$ cat src/rtl/sram_array_ctrl_if.sv
// Request/response and macro-side signals of the SRAM sequencer.
// master = core and macro side, slave = sram_array_ctrl.
interface sram_array_ctrl_if #(
  parameter int ADDR_W = 12,
  parameter int DATA_W = 8
);
  logic              req_valid;
  logic              req_ready;
  logic              req_we;
  logic [ADDR_W-1:0] req_addr;
  logic [DATA_W-1:0] req_wdata;
  logic              rsp_valid;
  logic [DATA_W-1:0] rsp_rdata;
  logic              rsp_err;
  logic              sram_write_en;
  logic              sram_sense_en;
  logic [ADDR_W-1:0] sram_addr;
  logic [DATA_W-1:0] sram_din;
  logic [DATA_W-1:0] sram_dout;

  modport master (
    output req_valid, req_we, req_addr, req_wdata, sram_dout,
    input  req_ready, rsp_valid, rsp_rdata, rsp_err,
    input  sram_write_en, sram_sense_en, sram_addr, sram_din
  );

  modport slave (
    input  req_valid, req_we, req_addr, req_wdata, sram_dout,
    output req_ready, rsp_valid, rsp_rdata, rsp_err,
    output sram_write_en, sram_sense_en, sram_addr, sram_din
  );
endinterface

$ cat src/rtl/sram_array_ctrl.sv
// Strobe sequencer in front of the 4K x 8 compiled SRAM macro.
// Define SRAM_CTRL_READBACK_EN to verify every write by reading it back.
module sram_array_ctrl #(
  parameter int ADDR_W       = 12,
  parameter int DATA_W       = 8,
  parameter int WRITE_CYCLES = 2
) (
  input logic              clk,
  input logic              reset,
  sram_array_ctrl_if.slave bus
);
  typedef enum logic [2:0] {
    IDLE,
    WR,
    WR_REC,
    RD_SETUP,
    RD_SENSE,
    RD_CAP
`ifdef SRAM_CTRL_READBACK_EN
    ,
    RB_SENSE,
    RB_CAP
`endif
  } state_t;

  localparam logic [3:0] CNT_INIT = 4'(WRITE_CYCLES - 1);

  state_t            state_q, state_d;
  logic [3:0]        cnt_q, cnt_d;
  logic              we_q, we_d;
  logic              sense_q, sense_d;
  logic [ADDR_W-1:0] addr_q, addr_d;
  logic [DATA_W-1:0] din_q, din_d;
  logic              rsp_valid_q, rsp_valid_d;
  logic [DATA_W-1:0] rdata_q, rdata_d;
`ifdef SRAM_CTRL_READBACK_EN
  logic              err_q, err_d;
`endif

  always_ff @(posedge clk or posedge reset) begin
    if (reset) begin
      state_q     <= IDLE;
      cnt_q       <= '0;
      we_q        <= 1'b0;
      sense_q     <= 1'b1;
      addr_q      <= '0;
      din_q       <= '0;
      rsp_valid_q <= 1'b0;
      rdata_q     <= '0;
`ifdef SRAM_CTRL_READBACK_EN
      err_q       <= 1'b0;
`endif
    end else begin
      state_q     <= state_d;
      cnt_q       <= cnt_d;
      we_q        <= we_d;
      sense_q     <= sense_d;
      addr_q      <= addr_d;
      din_q       <= din_d;
      rsp_valid_q <= rsp_valid_d;
      rdata_q     <= rdata_d;
`ifdef SRAM_CTRL_READBACK_EN
      err_q       <= err_d;
`endif
    end
  end

  always_comb begin
    state_d     = state_q;
    cnt_d       = cnt_q;
    addr_d      = addr_q;
    din_d       = din_q;
    rsp_valid_d = 1'b0;
    rdata_d     = rdata_q;
`ifdef SRAM_CTRL_READBACK_EN
    err_d       = 1'b0;
`endif
    unique case (state_q)
      IDLE: begin
        if (bus.req_valid) begin
          addr_d = bus.req_addr;
          if (bus.req_we) begin
            din_d   = bus.req_wdata;
            cnt_d   = CNT_INIT;
            state_d = WR;
          end else begin
            state_d = RD_SETUP;
          end
        end
      end
      WR: begin
        if (cnt_q == 4'd0) state_d = WR_REC;
        else cnt_d = cnt_q - 4'd1;
      end
      WR_REC: begin
`ifdef SRAM_CTRL_READBACK_EN
        state_d = RB_SENSE;
`else
        state_d     = IDLE;
        rsp_valid_d = 1'b1;
`endif
      end
      RD_SETUP: state_d = RD_SENSE;
      RD_SENSE: state_d = RD_CAP;
      RD_CAP: begin
        state_d     = IDLE;
        rsp_valid_d = 1'b1;
        rdata_d     = bus.sram_dout;
      end
`ifdef SRAM_CTRL_READBACK_EN
      RB_SENSE: state_d = RB_CAP;
      RB_CAP: begin
        state_d     = IDLE;
        rsp_valid_d = 1'b1;
        err_d       = (bus.sram_dout != din_q);
      end
`endif
      default: state_d = IDLE;
    endcase
    // strobes are registered from the next state so they align with it
    we_d    = (state_d == WR);
    sense_d = 1'b1;
    if (state_d == RD_SENSE) sense_d = 1'b0;
`ifdef SRAM_CTRL_READBACK_EN
    if (state_d == RB_SENSE) sense_d = 1'b0;
`endif
  end

  assign bus.req_ready     = (state_q == IDLE);
  assign bus.rsp_valid     = rsp_valid_q;
  assign bus.rsp_rdata     = rdata_q;
  assign bus.sram_write_en = we_q;
  assign bus.sram_sense_en = sense_q;
  assign bus.sram_addr     = addr_q;
  assign bus.sram_din      = din_q;
`ifdef SRAM_CTRL_READBACK_EN
  assign bus.rsp_err       = err_q;
`else
  assign bus.rsp_err       = 1'b0;
`endif
endmodule

$ cat src/flat_wrapper.sv
// flat-port wrapper written by rule: the top's interface ports become plain ports
module sram_array_ctrl_flat 
#(
  parameter int ADDR_W       = 12,
  parameter int DATA_W       = 8,
  parameter int WRITE_CYCLES = 2
)
  (clk, reset, bus_req_valid, bus_req_we, bus_req_addr, bus_req_wdata, bus_sram_dout, bus_req_ready, bus_rsp_valid, bus_rsp_rdata, bus_rsp_err, bus_sram_write_en, bus_sram_sense_en, bus_sram_addr, bus_sram_din);
  sram_array_ctrl_if #(.ADDR_W(ADDR_W), .DATA_W(DATA_W)) bus_i ();
  input logic clk;
  input logic reset;
  input wire logic [$bits(bus_i.req_valid)-1:0] bus_req_valid;
  input wire logic [$bits(bus_i.req_we)-1:0] bus_req_we;
  input wire logic [$bits(bus_i.req_addr)-1:0] bus_req_addr;
  input wire logic [$bits(bus_i.req_wdata)-1:0] bus_req_wdata;
  input wire logic [$bits(bus_i.sram_dout)-1:0] bus_sram_dout;
  output wire logic [$bits(bus_i.req_ready)-1:0] bus_req_ready;
  output wire logic [$bits(bus_i.rsp_valid)-1:0] bus_rsp_valid;
  output wire logic [$bits(bus_i.rsp_rdata)-1:0] bus_rsp_rdata;
  output wire logic [$bits(bus_i.rsp_err)-1:0] bus_rsp_err;
  output wire logic [$bits(bus_i.sram_write_en)-1:0] bus_sram_write_en;
  output wire logic [$bits(bus_i.sram_sense_en)-1:0] bus_sram_sense_en;
  output wire logic [$bits(bus_i.sram_addr)-1:0] bus_sram_addr;
  output wire logic [$bits(bus_i.sram_din)-1:0] bus_sram_din;
  assign bus_i.req_valid = bus_req_valid;
  assign bus_i.req_we = bus_req_we;
  assign bus_i.req_addr = bus_req_addr;
  assign bus_i.req_wdata = bus_req_wdata;
  assign bus_i.sram_dout = bus_sram_dout;
  assign bus_req_ready = bus_i.req_ready;
  assign bus_rsp_valid = bus_i.rsp_valid;
  assign bus_rsp_rdata = bus_i.rsp_rdata;
  assign bus_rsp_err = bus_i.rsp_err;
  assign bus_sram_write_en = bus_i.sram_write_en;
  assign bus_sram_sense_en = bus_i.sram_sense_en;
  assign bus_sram_addr = bus_i.sram_addr;
  assign bus_sram_din = bus_i.sram_din;
  sram_array_ctrl #(.ADDR_W(ADDR_W), .DATA_W(DATA_W), .WRITE_CYCLES(WRITE_CYCLES)) u_core (.clk(clk), .reset(reset), .bus(bus_i));
endmodule
$ cat config.mk
export PLATFORM = sky130hd
export DESIGN_NAME = sram_array_ctrl_flat
export DESIGN_NICKNAME = d
export VERILOG_FILES = /design/src/rtl/sram_array_ctrl_if.sv /design/src/rtl/sram_array_ctrl.sv /design/src/flat_wrapper.sv
export SDC_FILE = /design/constraint.sdc
export NUM_CORES = 1
export LEC_CHECK = 0
export ABC_AREA = 1
export CAP_MARGIN = 0
export CORE_ASPECT_RATIO = 0.75
export CORE_UTILIZATION = 40
export DETAILED_ROUTE_END_ITERATION = 8
export PLACE_DENSITY = 0.75
export SYNTH_ARGS = -nofsm -noshare
export SYNTH_HDL_FRONTEND = slang
export SYNTH_SLANG_ARGS = --single-unit
$ cat constraint.sdc
create_clock -name clk -period 1.6 [get_ports clk]
set_input_delay 0.32 -clock clk [delete_from_list [all_inputs] [get_ports clk]]
set_output_delay 0.32 -clock clk [all_outputs]
set_load 0.02 [all_outputs]
---- Word-level counts from Yosys, hierarchy flattened ----
Cells that the tools add are included.
storage, ports and cells
  register bits after elaboration ......... 38
  input bits .............................. 32
  output and inout bits ................... 33
  word-level logic and storage cells ...... 36
cells by class
  add/subtract/negate cells ............... 1
  eq/ne operators ......................... 10
  muxes and demuxes ....................... 10
  reduce and logical (&&, ||, !) cells .... 7
operator list
  cell                 number
  $mux 4               3
  $pmux 3 s4           1
  $eq 3x3->1 const B   3
  $pmux 4 s2           1
  $eq 3x1->1 const B   2
  $eq 3x2->1 const B   2
  $mux 3               2
  $ne 2x2->1 const B   3
  $logic_not 4->1      1
  $reduce_and 4->1     1
  $sub 4x1->4 const B  1
  $logic_not 3->1      1
  $reduce_and 3->1     1
  $mux 1               2
  $mux 2               1
  $reduce_and 2->1     1
  $reduce_bool 2->1    1
  $reduce_or 2->1      1

---- Logic depth before layout (Yosys ltp) ----
Gate-level depths: netlist (run 1).
  word-level depth ........................ 5
  mapped depth ............................ 7
  gate-level depth less buffers ........... 7

---- Worst setup path before layout (run 1) ----
Ideal clock, no wire load.
  kind .................................... register to output
  start point ............................. register u_core.state_q[1]
  end point ............................... output port bus_req_ready
  arrival time ............................ 1.039 ns
  required time ........................... 1.280 ns
  slack ................................... 0.241 ns
  cell stages (with the launch flop) ...... 4
  cells stage by stage .................... dfrtp_1 > buf_2 > nor3_4 > buf_2
on the way
  cells in the longest elaborated chain, start to end .. 1
RTL lines
  what                      line                    RTL
  start: declaration        sram_array_ctrl.sv:28   state_t state_q, state_d;
  start signal: assignment  sram_array_ctrl.sv:54   state_q <= state_d;
  $logic_not 3->1           sram_array_ctrl.sv:129  assign bus.req_ready = (state_q == IDLE);
  end: declaration          flat_wrapper.sv:17      output wire logic [$bits(bus_i.req_ready)-1:0] bus_req_ready;
No other way between the ends.

---- Final worst setup path (run 1) ----
  start point ............................. register u_core.addr_q[9], in the netlist u_core.bus.sram_addr[9]
  end point ............................... output port bus_sram_addr[9]
RTL lines
  what                      line                   RTL
  start: declaration        sram_array_ctrl.sv:32  logic [ADDR_W-1:0] addr_q, addr_d;
  start signal: assignment  sram_array_ctrl.sv:58  addr_q <= addr_d;
  end: declaration          flat_wrapper.sv:23     output wire logic [$bits(bus_i.sram_addr)-1:0] bus_sram_addr;
No word-level cell between the ends.

==> metrics.txt, run 1 <==
status=complete, no violations; fin crit period=around 1.6 ns; RePlAce Congestion=between 0.7 and 0.8; Synth-to-Final Area Change=53.2%; fin crit share=~100%; crit path kind=reg -> out; overall routed net length=3430 µm; Pwr Density=1920 nW/µm²; Worst Path Required=~1.3 ns; core footprint=between 3000 and 4000 µm²; leading cell type in the layout, fill and taps excluded=nand2_1; critical path launch point type=flop; Synth Area in XOR/XNOR=0%; Tot GR Track Use=17.8%; vias in the first global route=about 1,400; Placement Setup Slack=around 0.027 ns; die area=4320 µm²; CP cell instances=clkdlybuf4s50_1; clock transition at the registers of the reported paths=approximately 0.07 ns; antenna-violating nets left=0; CTS sink cnt=38; mux contribution to synthesized area=0%; setup violators final=0; Avg Synthesized Cell Area=8.97 µm²; Crit-path slowest cell=clkdlybuf4s50_1; post-CTS setup buffer count=0; area used by multi-input combinational logic=about 570 µm²; fin. max-slew vios=0; I/O pins=65; Reg area=roughly 950 µm²; Syn Inst Count=~180; clock network power share=approximately 16%; Distinct cells, synth=21; clock buffer depth=2; setup_tns=0 ns; Synth Warn #=0; DR vias=around 1,400; first-pass GRT wire length=approximately 5800 µm; Max IR drop VDD=between 900 and 1000 µV; Port Buffers=63; die width=75.6 µm; internal power=a little under 0.003 W; Wirelength per Cell=approximately 11 µm; NetSw=roughly 0.0018 W; routed vias/inst=4.56; # DRC=0; largest family of logic cells by synthesized area=simple AND/OR/NAND/NOR gates; Comb pwr share=between 40% and 50%; Filler Cells Inserted=around 300; share of cells above drive strength 1=about a tenth; Netlist Area Pre-Place=1620 µm²; Mapped Nets=about 220; total iterations of the first detailed-routing run=4; DR iter-0 viols=67; crit path DAT=~1.3 ns; Final WS setup=0.0245 ns; Worst Skew=~0.011 ns; Starting Density=43.0%; Antenna diodes=0; sequential-to-total area share from yosys stat=a little under 60%; Compound-Gate Fraction of Synth Area=under 10%; fin cells=approximately 300; Reg power frac=roughly a third; post-synthesis simple-gate area fraction=between 20% and 30%; Critical Path Max Stage Delay=0.61 ns; Max Freq=approximately 630 MHz; largest net degree at the start of global routing=39; commonest cells after routing, fill and taps aside=nand2_1 (61), clkdlybuf4s50_1 (49), dfrtp_1 (37); RSZ-0062 raised after global routing=false; H-Tree Depth=2; max cap viols=0; # nets final=between 200 and 300; Die Span Y=between 50 and 60 µm; hold buffers post-CTS=0; #FFs+latches synth=38; Min-Delay Path Class=in -> async; Bufs and invs on worst path=1; CTS root buf=clkbuf_8; placed insts=295; crit-path max FO=2; Leakage=about 1.3 nW; Final HPWL DP=approximately 2500 µm; Synth Area in Adders=under 10%; total CTS buffers=5; Sw Ratio=38.7%; Worst Hold Slack=~0.38 ns; TritonCTS clock tree=built; critical path's top delay family=buffers and inverters; Fin. Hold Viols=0; later-pin clock latency in the skew report=between 0.2 and 0.3 ns; Worst Setup End Kind=output port; # rows=19; global route total overflow=0; initial antenna violation count=0
-- logic make-up after synthesis --
group                    Yosys count
other                              1
adder cells (fa/ha/maj)            2
AO/OA/AOI/OAI                     14
flip-flops                        38
buffers and inverters             25
AND/OR/NAND/NOR                  101
-- through the flow --
step	cell area [µm²]	utilization (%)	power [W]
2_1_floorplan	1620	-	0.00299
3_3_place_gp	2360	62.4	0.00405
3_5_place_dp	2360	62.4	0.00410
4_1_cts	2460	65.2	0.00486
5_1_grt	2490	65.8	0.00514
6_report	2490	65.8	0.00478
-- final cells by class --
cell class              instances  area share, %
repair buffers                 71           29.7
flip-flops and latches         38           38.3
clock inverters                 1           1.21
multi-input cells             118           22.7
clock buffers                   7           3.07
inverters                      16           2.41
well taps                      52           2.61
-- state kept, by name, summed over array words and instances, names as in the netlist --
name and flops:
u_core.bus.sram_addr 12, u_core.bus.sram_sense_en 1, u_core.bus.rsp_valid 1, u_core.cnt_q 4, u_core.bus.sram_write_en 1, u_core.state_q 3
u_core.bus.rsp_rdata 8, u_core.bus.sram_din 8
-- cells in the mapped netlist --
library cell | number | area, µm²
clkbuf_1 | 3 | 11.3
o21ai_2 | 6 | 52.6
nor3_4 | 1 | 16.3
o211ai_1 | 1 | 7.51
a21boi_0 | 1 | 7.51
buf_4 | 2 | 15.0
nor2_2 | 2 | 12.5
nor3_1 | 1 | 5.00
o21ai_0 | 2 | 10.0
nor2_1 | 4 | 15.0
dfrtp_1 | 37 | 926
o21ai_1 | 3 | 15.0
a21oi_1 | 1 | 5.00
buf_2 | 4 | 20.0
nand4_1 | 1 | 6.26
nand2_1 | 61 | 229
inv_1 | 16 | 60.1
conb_1 | 1 | 3.75
nand3_1 | 31 | 155
ha_1 | 2 | 25.0
dfstp_2 | 1 | 26.3
-- tightest hold or removal path, cell delays in order --
cell	delay, ns
clkdlybuf4s50_1	0.39
inv_1	0.09
buf_12	0.23
-- power by group through the flow --
stage / logic (W) / clock network, W / registers (W)
2_1_floorplan: 0.000888 / 0 / 0.00210
3_3_place_gp: 0.00238 / 0 / 0.00167
3_5_place_dp: 0.00242 / 0 / 0.00168
4_1_cts: 0.00241 / 0.000775 / 0.00167
5_1_grt: 0.00259 / 0.000826 / 0.00171
6_report: 0.00235 / 0.000762 / 0.00166
-- worst paths after layout --
kind	start	endpoint	slack, ns	depth (start not counted)
max	u_core.bus.sram_addr[9]	bus_sram_addr[9]	0.02	1
min	reset	u_core.bus.rsp_rdata[2]	0.38	3
max reg2reg	u_core.state_q[1]	u_core.bus.rsp_rdata[4]	0.16	5
min reg2reg	u_core.bus.rsp_rdata[5]	u_core.bus.rsp_rdata[5]	0.47	2
max in group asynchronous	reset	u_core.bus.sram_sense_en	0.97	3
min in group clk	u_core.bus.rsp_rdata[5]	u_core.bus.rsp_rdata[5]	0.47	2
-- metal layers --
metal | track usage, % | vias up | part of all wire (%)
met5 | 0 | - | 0
met4 | 4.76 | 0 | 0.61
met3 | 5.12 | 2 | 6.5
li1 | - | 711 | -
met1 | 23.4 | 624 | 47
met2 | 29.0 | 45 | 46
-- repair_timing --
action                                  CTS  global route
gates resized for setup                   3            13
hold endpoints to repair                  0             0
endpoints found under the setup margin    2            13
No activity file was read; power rests on OpenSTA's default activity.
==> run 2: changes to the inputs <==
--- a/config.mk
+++ b/config.mk
@@ -10,7 +10,7 @@
 export CORE_ASPECT_RATIO = 0.75
 export CORE_UTILIZATION = 40
 export DETAILED_ROUTE_END_ITERATION = 8
-export PLACE_DENSITY = 0.75
+export PLACE_DENSITY = 0.72
 export SYNTH_ARGS = -nofsm -noshare
 export SYNTH_HDL_FRONTEND = slang
 export SYNTH_SLANG_ARGS = --single-unit
==> metrics.txt, run 2 (synthesis results as in run 1) <==
status=complete, no violations; Worst Skew=0.00512 ns (-0.00543 ns); Fin. Hold Viols=0 (unchanged); fin crit share=98.4% (about the same); global route total overflow=0 (unchanged); Worst Hold Slack=0.383 ns (+0.00164 ns); crit path DAT=1.25 ns (about the same); # DRC=0 (unchanged); CP cell instances=clkdlybuf4s50_1; # rows=19 (unchanged); Max Freq=635 MHz (about the same); Final HPWL DP=2550 µm (+2.4%); critical path depth in cells=1 (unchanged); share of cells above drive strength 1=10.3% (+0.36 points); critical path's top delay family=buffers and inverters; I/O pins=65 (unchanged); initial antenna violation count=0 (unchanged); Leakage=1.38 nW (+2.7%); RePlAce Congestion=0.794 (+6.6%); TritonCTS clock tree=built; first-pass GRT wire length=5810 µm (-0.48%); Reg2Reg Depth=6 (+1); Min-Delay Path Class=in -> async; die width=75.6 µm (unchanged); Wirelength per Cell=11.5 µm (+1.8%); Worst Path Required=1.28 ns (about the same); critical path launch point type=flop; CTS root buf=clkbuf_8; DR vias=1,372 (-0.72%); Crit-path slowest cell=clkdlybuf4s50_1; Port Buffers=63 (unchanged); Critical Path Max Stage Delay=0.61 ns (about the same); fin. max-slew vios=0 (unchanged); vias in the first global route=1,317 (-5.1%); later-pin clock latency in the skew report=0.28 ns (about the same); crit path kind=reg -> out; clock buffer depth=2 (unchanged); largest net degree at the start of global routing=39 (unchanged); total iterations of the first detailed-routing run=4 (unchanged); die area=4320 µm² (unchanged); Largest register FFs=12 (unchanged); leading cell type in the layout, fill and taps excluded=nand2_1; CTS sink cnt=38 (unchanged); # nets final=286 (+0.70%); DR iter-0 viols=105 (+57%); Die Span Y=57.2 µm (unchanged); routed vias/inst=4.51 (-1.1%); hold buffers post-CTS=0 (unchanged); setup_tns=0 ns (unchanged); Max IR drop VDD=976 µV (+0.89%); Worst Setup End Kind=output port; setup violators final=0 (unchanged); total CTS buffers=5 (unchanged); Pwr Density=1870 nW/µm² (-2.7%); clock transition at the registers of the reported paths=0.06 ns (about the same); RSZ-0062 raised after global routing=false; reg2reg setup slack=0.12 ns (-0.04 ns); Tot GR Track Use=18.4% (+0.55 points); commonest cells after routing, fill and taps aside=nand2_1 (61), clkdlybuf4s50_1 (45), dfrtp_1 (37); fin crit period=1.57 ns (-0.00114 ns); Starting Density=43.0% (unchanged); antenna-violating nets left=0 (unchanged); Antenna diodes=0 (unchanged); H-Tree Depth=2 (unchanged); post-CTS setup buffer count=0 (unchanged); overall routed net length=3500 µm (+2.1%); Filler Cells Inserted=320 (+6.0%); Bufs and invs on worst path=1 (unchanged); max cap viols=0 (unchanged); Synth-to-Final Area Change=52.5%; core footprint=3780 µm² (unchanged); crit-path max FO=2 (unchanged)
-- run 2: cell count changes in the layout (fill, tap and decap cells not counted), sizes merged --
| cell | delta |
|---|---|
| buf | +2 |
| dlymetal6s2s | +4 |
| bufinv | -1 |
| clkbuf | -1 |
| clkdlybuf4s15 | +1 |
| clkdlybuf4s50 | -4 |
-- run 2: final timing paths --
check,from,to
setup / recovery,u_core.bus.sram_addr[11],bus_sram_addr[11]
hold / removal,reset,u_core.bus.sram_din[2]
setup reg to reg,u_core.state_q[2],u_core.bus.sram_din[5]
hold reg to reg,u_core.bus.rsp_rdata[3],u_core.bus.rsp_rdata[3]
max in group asynchronous,reset,u_core.bus.sram_sense_en
min in group clk,u_core.bus.rsp_rdata[3],u_core.bus.rsp_rdata[3]
-- run 2: cell type report --
cell class                      instances  area [µm²]  share of cell area, %
Timing Repair Buffer                   73         758                   30.6
Sequential cell                        38         952                   38.4
Multi-Input combinational cell        118         566                   22.8
Tap cell                               52        65.1                   2.63
Clock buffer                            7        76.3                   3.08
Inverter                               16        60.1                   2.42
-- run 2: timing repair --
item                       in CTS  in global routing
setup endpoints to repair       2                 16
gates cloned                    0                  0
resized for setup               4                 16
-- run 2: routing by layer --
metal / vias to the layer above / share of wire (%) / track usage, % / wire [µm]
met1: 610 / 50 / 25.5 / 1740
met2: 45 / 41 / 26.1 / 1440
met4: 0 / 1.8 / 7.94 / 62
met5: - / 0 / 0 / 0
met3: 7 / 7.4 / 6.36 / 260
li1: 710 / - / - / -
-- run 2: through the flow --
step | area, µm² | utilization, % | cells | total power, W | worst slack (ns)
6_report | 2480 | 65.5 | 304 | 0.00462 | 0.0257
5_1_grt | 2480 | 65.5 | 304 | 0.00498 | 0.00215
4_1_cts | 2440 | 64.5 | 304 | 0.00473 | 0.00546
3_5_place_dp | 2360 | 62.5 | 297 | 0.00411 | 0.0196
3_3_place_gp | 2360 | 62.5 | 297 | 0.00407 | 0.0368
2_1_floorplan | 1620 | - | 181 | 0.00299 | 0.241
-- run 2: report_power, final --
group          switching (W)  internal, W
Clock               0.000302     0.000300
Sequential          0.000252      0.00141
Combinational        0.00130      0.00106
Total                0.00186      0.00277
==> run 3: changes to the inputs <==
--- a/config.mk
+++ b/config.mk
@@ -9,8 +9,11 @@
 export CAP_MARGIN = 0
 export CORE_ASPECT_RATIO = 0.75
 export CORE_UTILIZATION = 40
+export CTS_BUF_LIST = sky130_fd_sc_hd__clkbuf_16
 export DETAILED_ROUTE_END_ITERATION = 8
 export PLACE_DENSITY = 0.72
+export REMOVE_ABC_BUFFERS = 1
+export SKIP_LAST_GASP = 1
 export SYNTH_ARGS = -nofsm -noshare
 export SYNTH_HDL_FRONTEND = slang
 export SYNTH_SLANG_ARGS = --single-unit
==> metrics.txt, run 3 (synthesis results as in run 1) <==
commonest cells after routing, fill and taps aside=nand2_1 (61), clkdlybuf4s50_1 (60), dfrtp_1 (37); Overall Power=0.00496 W (+7.4%); vias in the first global route=1,332 (+1.1%); Reg2Reg Depth=5 (-1); Die Span Y=57.2 µm (unchanged); Worst Path Required=1.28 ns (about the same); fin crit share=97.7% (-0.65 points); largest net degree at the start of global routing=31 (-21%); H-Tree Depth=2 (unchanged); RSZ-0062 raised after global routing=false; post-layout util=66.5% (+0.93 points); Tot GR Track Use=18.4% (about the same); total CTS buffers=5 (unchanged); CTS root buf=clkbuf_16; Pwr Density=1980 nW/µm² (+5.9%); Worst Skew=0.00250 ns (-0.00262 ns); initial antenna violation count=0 (unchanged); global route total overflow=0 (unchanged); post-CTS setup buffer count=0 (unchanged); Reg-to-Reg Start=u_core.state_q[1]; critical path launch point type=flop; Max IR drop VDD=1030 µV (+5.7%); Port Buffers=63 (unchanged); CTS sink cnt=38 (unchanged); Largest register FFs=12 (unchanged); Worst Setup End Kind=output port; Final HPWL DP=2480 µm (-2.8%); first-pass GRT wire length=5860 µm (+0.84%); critical path's top delay family=buffers and inverters; DR iter-0 viols=109 (+3.8%); # rows=19 (unchanged); Synth-to-Final Area Change=54.7%; Bufs and invs on worst path=1 (unchanged); core footprint=3780 µm² (unchanged); CP cell instances=clkdlybuf4s50_1; setup violators final=0 (unchanged); I/O pins=65 (unchanged); Crit-path slowest cell=clkdlybuf4s50_1; share of cells above drive strength 1=10.3% (-0.041 points); clock transition at the registers of the reported paths=0.05 ns (about the same); total iterations of the first detailed-routing run=4 (unchanged); crit path DAT=1.24 ns (about the same); die area=4320 µm² (unchanged); crit-path max FO=2 (unchanged); reg2reg setup slack=0.12 ns (about the same); Leakage=1.24 nW (-10%); die width=75.6 µm (unchanged); Worst R2R End=u_core.bus.rsp_rdata[2]; Min-Delay Path Class=in -> async; # DRC=0 (unchanged); # nets final=286 (unchanged); later-pin clock latency in the skew report=0.28 ns (about the same); Starting Density=43.0% (unchanged); Antenna diodes=0 (unchanged); fin crit period=1.56 ns (-0.0104 ns); Fin. Hold Viols=0 (unchanged); TritonCTS clock tree=built; Max Freq=639 MHz (+0.67%); hold buffers post-CTS=0 (unchanged); RePlAce Congestion=0.802 (+0.89%); Critical Path Max Stage Delay=0.61 ns (about the same); overall routed net length=3430 µm (-1.9%); status=complete, no violations; fin. max-slew vios=0 (unchanged); antenna-violating nets left=0 (unchanged); max cap viols=0 (unchanged); Wirelength per Cell=11.3 µm (-2.2%); DR vias=1,413 (+3.0%); routed vias/inst=4.63 (+2.7%); Filler Cells Inserted=293 (-8.4%); leading cell type in the layout, fill and taps excluded=nand2_1; crit path kind=reg -> out; clock buffer depth=2 (unchanged)
-- run 3: changes by cell type in the layout (fill, tap and decap cells not counted), sizes merged --
cell and change:
inv +1, clkinv +2, clkdlybuf4s50 +15, dlymetal6s2s -15, clkbuf -2
-- run 3: stage by stage --
stage	setup WS [ns]	TNS (ns)	instances	instance area (µm²)	hold WS, ns
floorplan	-0.441	-5.59	172	1580	0.453
global placement	0.0433	0	297	2370	0.454
detailed placement	0.0460	0	297	2370	0.458
CTS	0.0226	0	305	2510	0.387
global route	0.00122	0	305	2510	0.408
finish	0.0361	0	305	2510	0.386
-- run 3: repair_timing --
item / 4_1_cts / 5_1_grt
pin swaps: 0 / 0
resized for setup: 2 / 2
setup endpoints to repair: 2 / 2
gates cloned: 0 / 0
-- run 3: cell type report --
class / count / area (µm²) / share of cell area (%)
Timing Repair Buffer: 73 / 732 / 29.1
Sequential cell: 38 / 952 / 37.9
Tap cell: 52 / 65.1 / 2.59
Multi-Input combinational cell: 118 / 566 / 22.5
Clock buffer: 5 / 125 / 4.98
Inverter: 16 / 60.1 / 2.39
Clock inverter: 3 / 12.5 / 0.498
-- run 3: worst max-delay path by stage --
stage	start	to	slack, ns	cells after the start
after global routing	u_core.bus.sram_din[5]	bus_sram_din[5]	0.001	1
after global placement	u_core.state_q[2]	bus_req_ready	0.04	2
after floorplan	u_core.state_q[0]	u_core.bus.sram_din[0]	-0.44	4
after CTS	u_core.state_q[2]	bus_req_ready	0.02	2
final	u_core.bus.sram_din[1]	bus_sram_din[1]	0.04	1
after detailed placement	u_core.state_q[2]	bus_req_ready	0.05	2
-- run 3: routing by layer --
metal	track usage, %	up-vias	wire (µm)
met1	23.7	638	1570
met3	6.89	7	312
met4	9.26	0	68
met5	0	-	0
met2	27.0	54	1490
li1	-	714	-
-- run 3: power by group --
group,switching (W),internal [W],leakage (nW)
registers,0.000242,0.00141,0.470
clock network,0.000346,0.000562,0.0724
logic,0.00130,0.00110,0.701
